==> src/rtl/fetch_pkg.sv <==
// Shared types and constants for the instruction fetch stage.
// The TRAP encoding is reachable only when FETCH_MISALIGN_TRAP_EN is defined.
package fetch_pkg;

  typedef enum logic [1:0] {
    BOOT  = 2'd0,
    FETCH = 2'd1,
    DRAIN = 2'd2,
    TRAP  = 2'd3
  } state_t;

  // Source selector for the next program counter value.
  typedef enum logic [1:0] {
    NPC_HOLD    = 2'd0,
    NPC_INC     = 2'd1,
    NPC_TARGET  = 2'd2,
    NPC_PENDING = 2'd3
  } npc_sel_t;

  localparam logic [31:0] NOP    = 32'h0000_0013;  // addi x0, x0, 0
  localparam logic [31:0] PC_INC = 32'd4;

endpackage

==> src/rtl/fetch_next_pc_sel.sv <==
// next_pc_sel: combinational next-PC mux over pc+4, redirect target,
// pending target and hold, plus the redirect alignment check.
// FETCH_MISALIGN_TRAP_EN defined: targets pass unmodified and a target with
// bits[1:0] != 0 is flagged. Undefined: bits[1:0] are forced to zero and the
// flag is constant 0.
module next_pc_sel
  import fetch_pkg::*;
(
  input  logic [1:0]  sel,
  input  logic [31:0] pc,
  input  logic [31:0] redirect_target,
  input  logic [31:0] pending_target,
  output logic [31:0] next_pc,
  output logic        redirect_misaligned
);

  logic [31:0] redirect_eff;
  logic [31:0] pending_eff;

`ifdef FETCH_MISALIGN_TRAP_EN
  assign redirect_eff        = redirect_target;
  assign pending_eff         = pending_target;
  assign redirect_misaligned = |redirect_target[1:0];
`else
  // A misaligned target fetches the word that contains it.
  logic unused_low_bits;
  assign unused_low_bits     = ^{redirect_target[1:0], pending_target[1:0]};
  assign redirect_eff        = {redirect_target[31:2], 2'b00};
  assign pending_eff         = {pending_target[31:2], 2'b00};
  assign redirect_misaligned = 1'b0;
`endif

  // Pick the next PC; pc+4 wraps naturally in 32-bit unsigned arithmetic.
  always_comb begin
    // NOTE: every path assigns next_pc (the default arm holds), so no latch is inferred.
    case (npc_sel_t'(sel))
      NPC_INC:     next_pc = pc + PC_INC;
      NPC_TARGET:  next_pc = redirect_eff;
      NPC_PENDING: next_pc = pending_eff;
      default:     next_pc = pc;
    endcase
  end

endmodule

==> src/rtl/fetch_unit.sv <==
// fetch_unit: RV32I instruction fetch stage. Owns the PC, runs one
// req/ack transaction per instruction and hands each word with its PC to
// decode over valid/ready. Redirects that supersede an in-flight fetch park
// the target in DRAIN until the stale ack returns.
// Optional feature FETCH_MISALIGN_TRAP_EN: misaligned redirect targets lead to
// a sticky TRAP state (left only by rst) that raises fetch_misaligned.
module fetch_unit
  import fetch_pkg::*;
#(
  parameter logic [31:0] RESET_PC = 32'h0000_0000
) (
  input  logic        clk,
  input  logic        rst,
  output logic [31:0] imem_addr,
  output logic        imem_req,
  input  logic        imem_ack,
  input  logic [31:0] imem_rdata,
  output logic        inst_valid,
  input  logic        inst_ready,
  output logic [31:0] inst,
  output logic [31:0] inst_pc,
  input  logic        redirect_valid,
  input  logic [31:0] redirect_target,
  output logic        fetch_misaligned
);

  state_t      state;
  logic [31:0] pc;
  logic [31:0] next_pc;
  logic [31:0] pending_target;
  logic        pending_mis;
  logic        redirect_mis;
  logic        ack_fire;
  logic        consume;
  logic [1:0]  npc_sel;

  assign imem_addr = pc;
  // DRAIN keeps the stale request alive; FETCH requests when the output slot frees up.
  assign imem_req  = (state == DRAIN) ||
                     ((state == FETCH) && (!inst_valid || inst_ready));
  assign ack_fire  = imem_req && imem_ack;
  assign consume   = inst_valid && inst_ready;

`ifdef FETCH_MISALIGN_TRAP_EN
  assign fetch_misaligned = (state == TRAP);
`else
  assign fetch_misaligned = 1'b0;
`endif

  // Choose the PC source from state and the redirect > ack priority.
  always_comb begin
    npc_sel = NPC_HOLD;
    case (state)
      FETCH: begin
        if (redirect_valid) begin
          // An unacked request keeps its address; the target waits in DRAIN.
          if ((ack_fire || !imem_req) && !redirect_mis) npc_sel = NPC_TARGET;
        end else if (ack_fire) begin
          npc_sel = NPC_INC;
        end
      end
      DRAIN: begin
        if (imem_ack) begin
          if (redirect_valid) begin
            if (!redirect_mis) npc_sel = NPC_TARGET;
          end else if (!pending_mis) begin
            npc_sel = NPC_PENDING;
          end
        end
      end
      default: npc_sel = NPC_HOLD;
    endcase
  end

  next_pc_sel u_next_pc_sel (
    .sel                 (npc_sel),
    .pc                  (pc),
    .redirect_target     (redirect_target),
    .pending_target      (pending_target),
    .next_pc             (next_pc),
    .redirect_misaligned (redirect_mis)
  );

  // FSM, PC register and output register.
  always_ff @(posedge clk) begin
    if (rst) begin
      // NOTE: sequential state uses <= so every register samples pre-edge values.
      state          <= BOOT;
      pc             <= RESET_PC;
      pending_target <= RESET_PC;
      pending_mis    <= 1'b0;
      inst_valid     <= 1'b0;
      inst           <= NOP;
      inst_pc        <= RESET_PC;
    end else begin
      pc <= next_pc;
      case (state)
        BOOT: state <= FETCH;
        FETCH: begin
          if (redirect_valid) begin
            inst_valid <= 1'b0;
            if (imem_req && !imem_ack) begin
              pending_target <= redirect_target;
              pending_mis    <= redirect_mis;
              state          <= DRAIN;
            end else if (redirect_mis) begin
              state <= TRAP;
            end
          end else if (ack_fire) begin
            inst       <= imem_rdata;
            inst_pc    <= pc;
            inst_valid <= 1'b1;
          end else if (consume) begin
            inst_valid <= 1'b0;
          end
        end
        DRAIN: begin
          if (imem_ack) begin
            // The stale word is dropped; the latest target decides where to go.
            if (redirect_valid ? redirect_mis : pending_mis) state <= TRAP;
            else                                             state <= FETCH;
          end else if (redirect_valid) begin
            pending_target <= redirect_target;
            pending_mis    <= redirect_mis;
          end
        end
        default: ;  // TRAP is sticky until rst
      endcase
    end
  end

endmodule

==> config.mk <==
export PLATFORM = sky130hd
export DESIGN_NAME = fetch_unit
export DESIGN_NICKNAME = d
export VERILOG_FILES = /design/src/rtl/fetch_pkg.sv /design/src/rtl/fetch_next_pc_sel.sv /design/src/rtl/fetch_unit.sv
export SDC_FILE = /design/constraint.sdc
export NUM_CORES = 1
export LEC_CHECK = 0
export CAP_MARGIN = 15
export CORE_ASPECT_RATIO = 2
export CORE_MARGIN = 1
export CORE_UTILIZATION = 48
export DETAILED_ROUTE_END_ITERATION = 8
export PLACE_DENSITY = 0.81
export SETUP_SLACK_MARGIN = 0.5
export SYNTH_ARGS = -nofsm -noshare
export SYNTH_HDL_FRONTEND = slang
export SYNTH_SLANG_ARGS = --single-unit
export TNS_END_PERCENT = 1
==> constraint.sdc <==
create_clock -name clk -period 2.9 [get_ports clk]
set_clock_uncertainty 0.05 [all_clocks]
set_input_delay 0.58 -clock clk [delete_from_list [all_inputs] [get_ports clk]]
set_output_delay 0.58 -clock clk [all_outputs]
set_load 0.03 [all_outputs]
# After elaboration in Yosys (flattened, before gate mapping)

Index checks and enable logic that the tools add are counted.

Add/sub/neg operators: 1
Eq/ne operators: 10
Multiplexer cells: 26
Bitwise operators: 1
Reduce and logical (&&, ||, !) cells: 20

Operators with widths:

| cell                  | count |
|---|---|
| $mux 32               | 4 |
| $pmux 32 s3           | 1 |
| $pmux 32 s2           | 1 |
| $add 32x3->32 const B | 1 |
| $mux 2                | 9 |
| $reduce_bool 3->1     | 3 |
| $mux 1                | 8 |
| $ne 2x2->1 const B    | 4 |
| $reduce_and 4->1      | 2 |
| $eq 2x2->1 const B    | 3 |
| $pmux 2 s3            | 1 |
| $reduce_and 5->1      | 1 |
| $eq 2x1->1 const B    | 2 |
| $logic_and 1x1->1     | 4 |
| $pmux 2 s2            | 1 |
| $logic_not 1->1       | 3 |
| $logic_or 1x1->1      | 3 |
| $reduce_and 3->1      | 1 |
| $logic_not 2->1       | 1 |
| $ne 2x1->1 const B    | 1 |
| $pmux 1 s2            | 1 |
| $reduce_and 2->1      | 1 |
| $reduce_bool 2->1     | 1 |
| $not 1->1             | 1 |

Register bits after elaboration: 132
Bits of input ports: 69
Output and inout port bits: 99
Word-level logic and storage cells: 65

# Longest topological paths before layout

Word-level depth: 11
Gate-level depth with buffers: 10
Mapped depth without buffers: 7

# By module

From an unflattened synthesis, not the netlist that was laid out.

Cells, all modules: 751
Area total of the unflattened synthesis: 6152.2 µm²

Modules (own cells, without submodules):

| module      | instances | cells each | area an instance (µm²) | seq. area each (µm²) |
|---|---|---|---|---|
| fetch_unit  | 1         | 537        | 4739.5                 | 2642.5 |
| next_pc_sel | 1         | 214        | 1412.6                 | 0.0 |

# Least setup slack after synthesis

OpenSTA, ideal clock, no wires.

Kind: reg2reg
Start point: register state[0]
End point: register pc[30], in the netlist imem_addr[30]
Library setup time: 74 ps
Arrival: 2282 ps
Required time: 2776 ps
Setup slack: 494 ps
Cell stages (with the launch flop): 10
Path buffers: 2
Period minus slack after synthesis: 2406 ps
Path through: dfxtp_1 inv_1 ha_1 or3b_1 buf_6 a22o_4 a21o_1 buf_6 or4_1 a31oi_1

Longest elaborated chain between the ends: 10
Elaborated cells on any way between the ends: 16
Classes of those cells: 5 x eq/ne; 5 x mux; 6 x reduce/logical

Ends and longest elaborated chain:

| element                                                     | RTL line                           | text |
|---|---|---|
| start, declared                                             | fetch_unit.sv:27                   | `state_t state;` |
| start signal, assigned                                      | fetch_unit.sv:88                   | `state <= BOOT;` |
| start signal, assigned                                      | fetch_unit.sv:98                   | `BOOT: state <= FETCH;` |
| start signal, assigned                                      | fetch_unit.sv:105                  | `state <= DRAIN;` |
| $eq 2x1->1                                                  | fetch_unit.sv:40, fetch_unit.sv:53 |  |
| $logic_and 1x1->1                                           | fetch_unit.sv:40                   | `((state == FETCH) && (!inst_valid \|\| inst_ready));` |
| $logic_or 1x1->1                                            | fetch_unit.sv:39                   | `assign imem_req = (state == DRAIN) \|\|` |
| $logic_and 1x1->1 / $logic_not 1->1 (equally long branches) | fetch_unit.sv:41, fetch_unit.sv:57 |  |
| $logic_or 1x1->1                                            | fetch_unit.sv:57                   | `if ((ack_fire \|\| !imem_req) && !redirect_mis) npc_sel = NPC_TARGET;` |
| $mux 2                                                      | fetch_unit.sv:57                   |  |
| $mux 2                                                      | fetch_unit.sv:55                   | `if (redirect_valid) begin` |
| $pmux 2 s2 (*)                                              | fetch_unit.sv:53                   | `case (state)` |
| $eq 2x2->1 / $eq 2x1->1 (equally long branches)             | fetch_next_pc_sel.sv:36            | `case (npc_sel_t'(sel))` |
| $pmux 32 s3 / $reduce_bool 3->1 (equally long branches)     | -                                  |  |
| end signal, assigned                                        | fetch_unit.sv:96                   | `pc <= next_pc;` |
| end, declared                                               | fetch_unit.sv:28                   | `logic [31:0] pc;` |

Mark *: on every way between the ends. The rest lies on a longest branch, timed or not.
A chain may end at the register's enable or synchronous reset.

# Worst setup path in the final report

Start point: input inst_ready
End point: register pc[9], in the netlist imem_addr[9]

Longest elaborated chain between the ends: 10
Elaborated cells on any way between the ends: 15
Classes of those cells: 3 x eq/ne; 5 x mux; 7 x reduce/logical

Ends and longest elaborated chain:

| element                                                     | RTL line                           | text |
|---|---|---|
| start, declared                                             | fetch_unit.sv:19                   | `input logic inst_ready,` |
| $logic_or 1x1->1 (*)                                        | fetch_unit.sv:40                   |  |
| $logic_and 1x1->1 (*)                                       | fetch_unit.sv:40                   |  |
| $logic_or 1x1->1 (*)                                        | fetch_unit.sv:39                   |  |
| $logic_and 1x1->1 / $logic_not 1->1 (equally long branches) | fetch_unit.sv:41, fetch_unit.sv:57 |  |
| $logic_or 1x1->1                                            | fetch_unit.sv:57                   |  |
| $mux 2                                                      | fetch_unit.sv:57                   |  |
| $mux 2 (*)                                                  | fetch_unit.sv:55                   |  |
| $pmux 2 s2 (*)                                              | fetch_unit.sv:53                   |  |
| $eq 2x2->1 / $eq 2x1->1 (equally long branches)             | fetch_next_pc_sel.sv:36            |  |
| $pmux 32 s3 / $reduce_bool 3->1 (equally long branches)     | -                                  |  |

Marks and branches as above.

==> flow_summary.toml <==
[sta]
fin_crit_sh = 0.843
fmax_mhz = 409
max_slew_margin = 0.557
worst_slew_pin_slew_ns = 0.664
layout_min_cycle_time_ns = 2.45
holdWs_ns = 0.402
rsz0062_at_grt = "true"
tns_ns = 0
hold_violations = 0
setup_viol = 0
drv_slew = 0

[logic_synthesis]
syn_area_per_cell_sq_um = 7.74
synthCells = 751
ys.flop_type = "dfxtp_1"
synth_seq_area_share = 0.434
ys_types = 59
syn_area_sq_mm = 0.00581
synthTopCellsByArea = "dfxtp_1, nand2_1, a21oi_1"
yosys.area.top_type_share = 0.434
async_flop_share = 0
yosys_warnings = 0
yosys.area.top_type = "dfxtp_1"
synth-edff-count = 0
ys_seq_elements = 126

[setup_path]
arrival_ns = 2.68
r2r_cells = 9
cp_max_fo = 6
rr_endpoint = "imem_addr[9]"
r2r_setup_slack_ns = 0.46
critical_path_class = "input pin to flop"
start_kind = "input pin"
worstPathRequired_ns = 3.13
timing.rr.start = "state[0]"
critPathCaptureType = "flop"

[clocking]
htree_num_levels = 4
clock-sinks = 126
path_clk_slew_ns = 0.06
cts_max_path_buffers = 2
numCtsBuffers = 17
clkLatencyLatePin_ns = 0.42
cts_tree = "done"
holdBufCountCts = 0
cts-root-buf = "clkbuf_16"

[status]
status = "complete, no violations"

[floorplan]
core_sq_mm = 0.0118
design.die.area_sq_mm = 0.0126
die_h_um = 158
rows = 56
pin_count = 168
die_x_um = 79.8
start_util = 0.494

[global_routing]
grt-ovfl-total = 0
grt_pass1_vias = 6034
antenna_found_initial = 0
track_usage = 0.299
grt_pass1_wl_um = 29200
grt_max_degree = 64

[place]
port_buffers = 160
placed_cell_area_sq_mm = 0.00776
gp_congestion = 0.863
post-dp-hpwl_um = 13000

[detailed_routing]
antenna_left = 0
vias_per_cell = 5.84
routed_wl_um = 19000
drc = 0
wl_per_cell_um = 17.6
num_vias = 6295
drt_first_pass_iters = 7
drt_iter0_markers = 346

[finish]
layout.nets = 993
antenna-diode-count = 0
final_area_sq_mm = 0.00853
area_growth_pct = 46.7
utilization = 0.724
drive_gt1_frac = 0.128
final_common_cell = "nand2_1"
layout_common_cells = "nand2_1, clkdlybuf4s50_1, dfxtp_1"

[pwr]
ir_worst_vdd_mv = 0.459
powerDensity_mw_per_mm2 = 562
total_power_mw = 4.79
p_leak_nw = 2.98

[worst_hold_path]
hp-class = "flop to flop"
min_to = "inst[20]"
hp-start = "inst[20]"
whs_path_depth = 2

[run]
maxCapViolCount = 0
-- cell usage after synthesis, types with 7 or more instances --
cell type / count
and3_1: 9
dfxtp_1: 126
mux2_2: 12
a31oi_1: 20
nand2_1: 205
buf_2: 12
a21oi_1: 119
nand3_1: 28
o32ai_1: 9
nor2_1: 13
nor3_1: 14
clkbuf_1: 35
nor4_1: 7
o21ai_0: 21
inv_1: 20
o211ai_1: 7
-- repair_timing --
action / CTS / global route
pin swaps: 1 / 4
setup buffers: 0 / 3
setup endpoints to repair: 27 / 31
gates cloned: 1 / 1
resized for setup: 11 / 20
-- registers in the layout, indices dropped and copies added (netlist names) --
| signal | flops |
|---|---|
| pending_target | 30 |
| state | 2 |
| inst | 32 |
| inst_valid | 1 |
| inst_pc | 30 |
| imem_addr | 30 |
| pending_mis | 1 |
-- critical path: stages --
cell             delay [ns]
clkdlybuf4s50_1        0.42
or3b_4                 0.45
buf_4                  0.17
a21boi_4               0.26
clkbuf_16              0.21
mux2_2                 0.34
a21oi_2                0.14
o32ai_1                0.09
-- area by class of cell --
class,count,area [sq um]
Clock inverter,13,140
Timing Repair Buffer,206,2100
Inverter,20,75.1
Multi-Input combinational cell,548,3060
Tap cell,145,181
Clock buffer,19,443
Sequential cell,126,2520
Fill cell,928,3250
-- cells by family after synthesis --
| group | count (synthesis) | synth area share |
|---|---|---|
| flops | 126 | 0.434 |
| buf+inv | 81 | 0.0611 |
| compound gates | 214 | 0.226 |
| fa+ha+maj | 5 | 0.0108 |
| other cells | 1 | 0.000645 |
| mux | 13 | 0.0250 |
| simple gates | 311 | 0.243 |
-- worst max path at each step --
stage                    start             to  slack, ns
floorplan             state[0]  imem_addr[30]       0.54
global placement    inst_ready  imem_addr[17]       0.07
detailed placement  inst_ready  imem_addr[12]     -0.004
CTS                   state[1]  imem_addr[17]       0.43
global route          state[0]  imem_addr[16]       0.40
finish              inst_ready   imem_addr[9]       0.45
-- where the power goes --
group,switching [mW],internal (mW)
logic,0.471,0.377
clock network,0.797,1.29
registers,0.0557,1.80
total,1.32,3.47
-- metrics by stage --
| step | cells | setup WS [ns] |
|---|---|---|
| 2_1_floorplan | 755 | 0.544 |
| 3_3_place_gp | 1040 | 0.0655 |
| 3_5_place_dp | 1040 | -0.00409 |
| 4_1_cts | 1073 | 0.427 |
| 5_1_grt | 1077 | 0.401 |
| 6_report | 1077 | 0.454 |
-- routing by layer --
metal	share of wire	routed length, um	global-route usage	vias up
li1	-	-	-	2978
met1	0.37	6990	0.312	2996
met2	0.54	10200	0.562	269
met3	0.055	1040	0.0467	52
met4	0.039	745	0.145	0
met5	0	0	0	-
No activity file was read; power rests on OpenSTA's default activity.
